$ cat config.mk
export PLATFORM = sky130hd
export DESIGN_NAME = muldiv_unit_flat
export DESIGN_NICKNAME = d
export VERILOG_FILES = /design/src/rtl/cpu_pkg.sv /design/src/rtl/muldiv_unit_if.sv /design/src/rtl/muldiv_step.sv /design/src/rtl/muldiv_unit.sv /design/src/flat_wrapper.sv
export SDC_FILE = /design/constraint.sdc
export NUM_CORES = 1
export LEC_CHECK = 0
export ABC_AREA = 1
export BUFFER_PORTS_ARGS = -buffer_cell sky130_fd_sc_hd__buf_2
export CORE_MARGIN = 2
export CORE_UTILIZATION = 55
export CTS_BUF_LIST = sky130_fd_sc_hd__clkbuf_8 sky130_fd_sc_hd__clkbuf_16
export DETAILED_ROUTE_END_ITERATION = 6
export HOLD_SLACK_MARGIN = 0.12
export PLACE_DENSITY = 0.84
export SETUP_SLACK_MARGIN = 0.3
export SLEW_MARGIN = 25
export SYNTH_ARGS = -nofsm -noshare
export SYNTH_HDL_FRONTEND = slang
export SYNTH_SLANG_ARGS = --single-unit
$ cat constraint.sdc
create_clock -name i_clock -period 2.42 [get_ports i_clock]
set_input_delay 0.484 -clock i_clock [delete_from_list [all_inputs] [get_ports i_clock]]
set_output_delay 0.484 -clock i_clock [all_outputs]
set_load 0.005 [all_outputs]
$ cat src/rtl/cpu_pkg.sv
// Shared CPU constants and types used by the multiply/divide unit.
package cpu_pkg;

  localparam int unsigned WIDTH      = 16;
  localparam int unsigned REG_ADDR_W = 2;
  localparam int unsigned CNT_W      = 5;

  // Quotient returned when dividing by zero.
  localparam logic [WIDTH-1:0] DIV0_QUOTIENT = 16'hFFFF;

  typedef enum logic [1:0] {
    OpMulLo = 2'b00,
    OpMulHi = 2'b01,
    OpDivU  = 2'b10,
    OpRemU  = 2'b11
  } op_e;

  typedef enum logic [1:0] {
    StIdle = 2'b00,
    StMul  = 2'b01,
    StDiv  = 2'b10,
    StDone = 2'b11
  } state_e;

endpackage

$ cat src/rtl/muldiv_unit_if.sv
// Request/result bundle between the control unit / register file and the muldiv unit.
interface muldiv_unit_if;
  import cpu_pkg::*;

  logic                  start;
  op_e                   op;
  logic [WIDTH-1:0]      op_a;
  logic [WIDTH-1:0]      op_b;
  logic [REG_ADDR_W-1:0] dest_in;
  logic                  busy;
  logic                  done;
  logic                  reg_write;
  logic [REG_ADDR_W-1:0] rd;
  logic [WIDTH-1:0]      write_data;
  logic                  div_by_zero;

  // Control unit / register-file side.
  modport master (
    output start, op, op_a, op_b, dest_in,
    input  busy, done, reg_write, rd, write_data, div_by_zero
  );

  // Execution unit side.
  modport slave (
    input  start, op, op_a, op_b, dest_in,
    output busy, done, reg_write, rd, write_data, div_by_zero
  );

endinterface

$ cat src/rtl/muldiv_step.sv
// One iteration of shift-add multiply or restoring divide on a 2*WIDTH accumulator.
// Multiply: acc = {partial product high, remaining multiplier bits}.
// Divide:   acc = {partial remainder, remaining dividend bits / quotient bits}.
module muldiv_step
  import cpu_pkg::*;
(
  input  logic [2*WIDTH-1:0] i_acc,
  input  logic [WIDTH-1:0]   i_operand,
  input  logic               i_div,
  output logic [2*WIDTH-1:0] o_acc
);

  logic [WIDTH:0]   w_sum;
  logic [WIDTH:0]   w_shifted;
  logic [WIDTH+1:0] w_diff;
  logic             w_fits;
  logic             w_unused_msb;

  // Top bits of the remainder paths are provably zero once selected; sink them.
  assign w_unused_msb = w_diff[WIDTH] ^ w_shifted[WIDTH];

  // Compute both candidate steps and pick by mode.
  always_comb begin
    w_sum     = {1'b0, i_acc[2*WIDTH-1:WIDTH]} + (i_acc[0] ? {1'b0, i_operand} : '0);
    // 17-bit partial remainder: old remainder with next dividend bit shifted in.
    w_shifted = i_acc[2*WIDTH-1:WIDTH-1];
    w_diff    = {1'b0, w_shifted} - {2'b00, i_operand};
    w_fits    = ~w_diff[WIDTH+1];
    if (i_div) begin
      if (w_fits) begin
        o_acc = {w_diff[WIDTH-1:0], i_acc[WIDTH-2:0], 1'b1};
      end else begin
        o_acc = {w_shifted[WIDTH-1:0], i_acc[WIDTH-2:0], 1'b0};
      end
    end else begin
      o_acc = {w_sum, i_acc[WIDTH-1:1]};
    end
  end

endmodule

$ cat src/rtl/muldiv_unit.sv
// Iterative 16-bit unsigned multiply/divide unit, one bit per clock.
// Results are written back through a one-cycle RegWrite pulse in the DONE state.
module muldiv_unit
  import cpu_pkg::*;
(
  input logic          i_clock,
  input logic          i_reset_n,
  muldiv_unit_if.slave bus
);

  state_e                r_state;
  state_e                w_state_next;
  logic [2*WIDTH-1:0]    r_acc;
  logic [2*WIDTH-1:0]    w_step;
  logic [WIDTH-1:0]      r_opb;
  logic [WIDTH-1:0]      r_write_data;
  logic [REG_ADDR_W-1:0] r_rd;
  logic [CNT_W-1:0]      r_cnt;
  logic                  r_sel_hi;
  logic                  r_div_by_zero;
  logic                  w_accept;
  logic                  w_div0;
  logic                  w_last;
  logic                  w_iterating;

  assign w_accept    = (r_state == StIdle) && bus.start;
  assign w_div0      = bus.op[1] && (bus.op_b == '0);
  assign w_last      = (r_cnt == CNT_W'(WIDTH - 1));
  assign w_iterating = (r_state == StMul) || (r_state == StDiv);

  muldiv_step u_step (
    .i_acc     (r_acc),
    .i_operand (r_opb),
    .i_div     (r_state == StDiv),
    .o_acc     (w_step)
  );

  // State register.
  always_ff @(posedge i_clock or negedge i_reset_n) begin
    if (!i_reset_n) begin
      r_state <= StIdle;
    end else begin
      r_state <= w_state_next;
    end
  end

  // Next-state decode; Start is only looked at in IDLE.
  always_comb begin
    w_state_next = r_state;
    unique case (r_state)
      StIdle: begin
        if (bus.start) begin
          if (!bus.op[1]) begin
            w_state_next = StMul;
          end else if (w_div0) begin
            w_state_next = StDone;
          end else begin
            w_state_next = StDiv;
          end
        end
      end
      StMul, StDiv: begin
        if (w_last) begin
          w_state_next = StDone;
        end
      end
      StDone:  w_state_next = StIdle;
      default: w_state_next = StIdle;
    endcase
  end

  // Operand capture, iteration and result latch.
  always_ff @(posedge i_clock or negedge i_reset_n) begin
    if (!i_reset_n) begin
      r_acc         <= '0;
      r_opb         <= '0;
      r_sel_hi      <= 1'b0;
      r_rd          <= '0;
      r_cnt         <= '0;
      r_div_by_zero <= 1'b0;
      r_write_data  <= '0;
    end else if (w_accept) begin
      // Multiply and divide both start from {0, OpA}.
      r_acc         <= {{WIDTH{1'b0}}, bus.op_a};
      r_opb         <= bus.op_b;
      r_sel_hi      <= bus.op[0];
      r_rd          <= bus.dest_in;
      r_cnt         <= '0;
      r_div_by_zero <= w_div0;
      if (w_div0) begin
        r_write_data <= bus.op[0] ? bus.op_a : DIV0_QUOTIENT;
      end
    end else if (w_iterating) begin
      r_acc <= w_step;
      r_cnt <= r_cnt + CNT_W'(1);
      // High half is MULHI / remainder, low half is MULLO / quotient.
      if (w_last) begin
        r_write_data <= r_sel_hi ? w_step[2*WIDTH-1:WIDTH] : w_step[WIDTH-1:0];
      end
    end
  end

  assign bus.busy        = (r_state != StIdle);
  assign bus.done        = (r_state == StDone);
  assign bus.reg_write   = (r_state == StDone);
  assign bus.rd          = r_rd;
  assign bus.write_data  = r_write_data;
  assign bus.div_by_zero = r_div_by_zero;

endmodule

$ cat src/flat_wrapper.sv
// flat-port wrapper written by rule: the top's interface ports become plain ports
module muldiv_unit_flat import cpu_pkg::*;
  (i_clock, i_reset_n, bus_start, bus_op, bus_op_a, bus_op_b, bus_dest_in, bus_busy, bus_done, bus_reg_write, bus_rd, bus_write_data, bus_div_by_zero);
  muldiv_unit_if bus_i ();
  input logic i_clock;
  input logic i_reset_n;
  input wire logic [$bits(bus_i.start)-1:0] bus_start;
  input wire logic [$bits(bus_i.op)-1:0] bus_op;
  input wire logic [$bits(bus_i.op_a)-1:0] bus_op_a;
  input wire logic [$bits(bus_i.op_b)-1:0] bus_op_b;
  input wire logic [$bits(bus_i.dest_in)-1:0] bus_dest_in;
  output wire logic [$bits(bus_i.busy)-1:0] bus_busy;
  output wire logic [$bits(bus_i.done)-1:0] bus_done;
  output wire logic [$bits(bus_i.reg_write)-1:0] bus_reg_write;
  output wire logic [$bits(bus_i.rd)-1:0] bus_rd;
  output wire logic [$bits(bus_i.write_data)-1:0] bus_write_data;
  output wire logic [$bits(bus_i.div_by_zero)-1:0] bus_div_by_zero;
  assign bus_i.start = bus_start;
  assign bus_i.op = bus_op;
  assign bus_i.op_a = bus_op_a;
  assign bus_i.op_b = bus_op_b;
  assign bus_i.dest_in = bus_dest_in;
  assign bus_busy = bus_i.busy;
  assign bus_done = bus_i.done;
  assign bus_reg_write = bus_i.reg_write;
  assign bus_rd = bus_i.rd;
  assign bus_write_data = bus_i.write_data;
  assign bus_div_by_zero = bus_i.div_by_zero;
  muldiv_unit u_core (.i_clock(i_clock), .i_reset_n(i_reset_n), .bus(bus_i));
endmodule
==> results.tsv <==
metric	value	unit
status	completed	
syn2layout_area_growth	35.9	%
hp-start	bus_dest_in[0]	
fin_total_pwr	13.7	mW
syn-mean-instance-area	6.44	um2
ff2ff_setup_slack	0.07	ns
hold_path_class	primary input to flop	
crit_type	flop to flop	
cts-buffers-inserted	9	
die_x	108	um
syn-num-nets	1009	
cts_sinks	75	
whs_path_depth	3	
slowest_stage	dfrtp_1	
layout_min_cycle_time	2.35	ns
die_h	108	um
p_per_area	1690	mW/mm2
cap_violations	0	
io_pins	61	
grt_util_all_layers	0.333	
timing.fmax	425	MHz
tightestPinTransition	0.548	ns
place_congestion	1.01	
synth-seq-cells	75	
drt_pass1_iterations	6	
syn_area	0.00599	mm2
max_slew_margin	0.635	
r2r-start	u_core.r_opb[5]$_DFFE_PN0P_	
worstSetupStartpointType	flop	
row_count	38	
vias_per_cell	6.00	
antenna_cells	0	
syn_inst	930	
worstHoldEndpoint	u_core.bus.rd[0]$_DFFE_PN0P_	
routed_wl	22300	um
end_kind	flop	
p_leak	4.36	nW
cp_num_buf_inv	2	
fillers	720	
overflow	0	
mostFrequentLayoutCells	nand2_1, inv_1, buf_4	
cts_tree	built	
critPathMostFrequentCell	nand2_2	
dr.first_iter.drc_count	862	
wl_per_cell	18.6	um
placed_cell_area	0.00654	mm2
clkTransAtPathRegs	0.10	ns
async_flop_share	1.00	
vias	7171	
finClkSkew	0.0155	ns
slowest_delay	0.44	ns
cts_buffer_depth	2	
grt_start_max_net_pins	52	
synth_edf_count	0	
crit_arrival	2.63	ns
drive_above_1_share	0.329	
rsz0062_at_grt	true	
place_ws	0.0538	ns
grt_pass1_wl	30400	um
die_area	0.0117	mm2
htree_levels	3	
crit_required	2.69	ns
grt_pass1_vias	6350	
fin_crit_sh	0.973	
peakVddDrop	1.44	mV
rr_worst_depth	18	
start_util	0.558	
synth-seq-area-share	0.313	
cts.root.buffer_cell	clkbuf_8	
path_delay_family	simple AND/OR/NAND/NOR gates	
drv_slew	0	
finalInstanceArea	0.00814	mm2
synth_cell_types	37	
path_max_fanout	5	
crit_start	u_core.r_opb[5]$_DFFE_PN0P_	
cp_cell_sequence	buf_4, nand2_1, inv_1, ha_4, a21oi_4, nor2_2, nor2_2, nand2_4, nand2_4, nand2_4, nand2_2, nand2_2, nand2_2, nand2_2, nand2_2, nand2_2, nand2_1, nand2_1	
dominantRegCellSynth	dfrtp_1	
clk_latency	0.38	ns
r2r_end	u_core.bus.write_data[15]$_DFFE_PN0P_	
hold_viol_final	0	
hpwl	12400	um
port_buffers	60	
layout.nets	1129	
fin_ws	0.0655	ns
antenna_found_initial	0	
final_common_cell	nand2_1	
setup_viol	0	
core_region_area	0.0107	mm2
ant_nets	0	
yosysWarnings	0	
drc	0	
-- cell usage after synthesis (3+ instances only) --
master    count  share of area
nand2_1     311           0.19
inv_1       131          0.082
nor2_1       78          0.049
dfrtp_1      75           0.31
o21ai_0      66          0.055
nand3_1      56          0.047
ha_1         38          0.079
a21oi_1      37          0.031
clkbuf_1     24          0.015
nor3_1       19          0.016
nand4_1      14          0.015
o22ai_1      14          0.015
nand2_2      12          0.013
nand3_2       8          0.013
nand3b_1      6         0.0075
a22o_1        5         0.0073
buf_1         3         0.0019
buf_2         3         0.0025
buf_6         3         0.0056
xnor2_1       3         0.0044
xor2_1        3         0.0044
-- how the worst max path moves through the flow --
stage                                             to  slack [ns]  cells after the start
2_1_floorplan  u_core.bus.write_data[15]$_DFFE_PN0P_        0.31                     20
4_1_cts        u_core.bus.write_data[15]$_DFFE_PN0P_        0.29                     18
3_5_place_dp   u_core.bus.write_data[15]$_DFFE_PN0P_        0.05                     18
3_3_place_gp   u_core.bus.write_data[15]$_DFFE_PN0P_        0.08                     18
6_report       u_core.bus.write_data[15]$_DFFE_PN0P_        0.07                     18
5_1_grt        u_core.bus.write_data[15]$_DFFE_PN0P_      -0.007                     18
-- power breakdown --
part	internal, mW	switching [mW]
logic	4.06	6.10
clock network	0.621	0.576
registers	1.83	0.545
total	6.51	7.22
-- worst register-to-register path: stages (launching register included) --
cell     delay, ns
dfrtp_1       0.44
buf_4         0.17
nand2_1       0.05
inv_1         0.06
ha_4          0.26
a21oi_4       0.28
nor2_2        0.07
nor2_2        0.13
nand2_4       0.08
nand2_4       0.09
nand2_4       0.05
nand2_2       0.06
nand2_2       0.06
nand2_2       0.06
nand2_2       0.09
nand2_2       0.08
nand2_2       0.05
nand2_1       0.07
nand2_1       0.07
-- per-layer routing --
layer	global-route usage	vias up	wire length, um
li1	-	3203	-
met1	0.439	3247	8230
met2	0.528	562	10000
met3	0.0555	159	2330
met4	0.168	0	1690
met5	0	-	0
-- flip-flops by register name, indices dropped and copies added (netlist names) --
| signal | cells |
|---|---|
| u_core.r_cnt | 5 |
| u_core.r_state | 2 |
| u_core.r_acc | 32 |
| u_core.r_opb | 16 |
| u_core.bus.div_by_zero | 1 |
| u_core.bus.write_data | 16 |
| u_core.r_sel_hi | 1 |
| u_core.bus.rd | 2 |
-- cell type report --
cell class	instances	area, um2	share of cell area
clock buffers	10	138	0.0169
clock inverters	6	95.1	0.0117
inverters	132	503	0.0618
multi-input cells	689	4310	0.529
flip-flops and latches	75	1890	0.232
well taps	140	175	0.0215
repair buffers	142	1020	0.126
repair inverters	1	7.51	0.000922
-- repair_timing --
action,in CTS,in global routing
buffers inserted,31,27
hold endpoints to repair,21,0
pin swaps,27,47
gates cloned,2,0
hold buffers,1,0
setup endpoints to repair,33,49
gates resized for setup,107,103
-- stage by stage --
step / hold WS (ns) / setup TNS [ns] / util / instances
final: 0.294 / 0 / 0.757 / 1195
after global routing: 0.327 / -0.00651 / 0.757 / 1195
after CTS: 0.307 / 0 / 0.702 / 1168
after detailed placement: 0.461 / 0 / 0.609 / 1118
after global placement: 0.458 / 0 / 0.609 / 1118
after floorplan: 0.188 / 0 / - / 930
-- kinds of logic (layout without fill, tap and decap cells) --
group,count (synthesis),in the layout,share of synthesized area
and+or+nand+nor,512,512,0.364
AOI/OAI and AO/OA,131,131,0.118
adders and majority gates,40,40,0.0860
DFF,75,75,0.313
xor gates and xnor gates,6,6,0.00877
buffers and inverters,166,291,0.109
No activity file was read; power rests on OpenSTA's default activity.
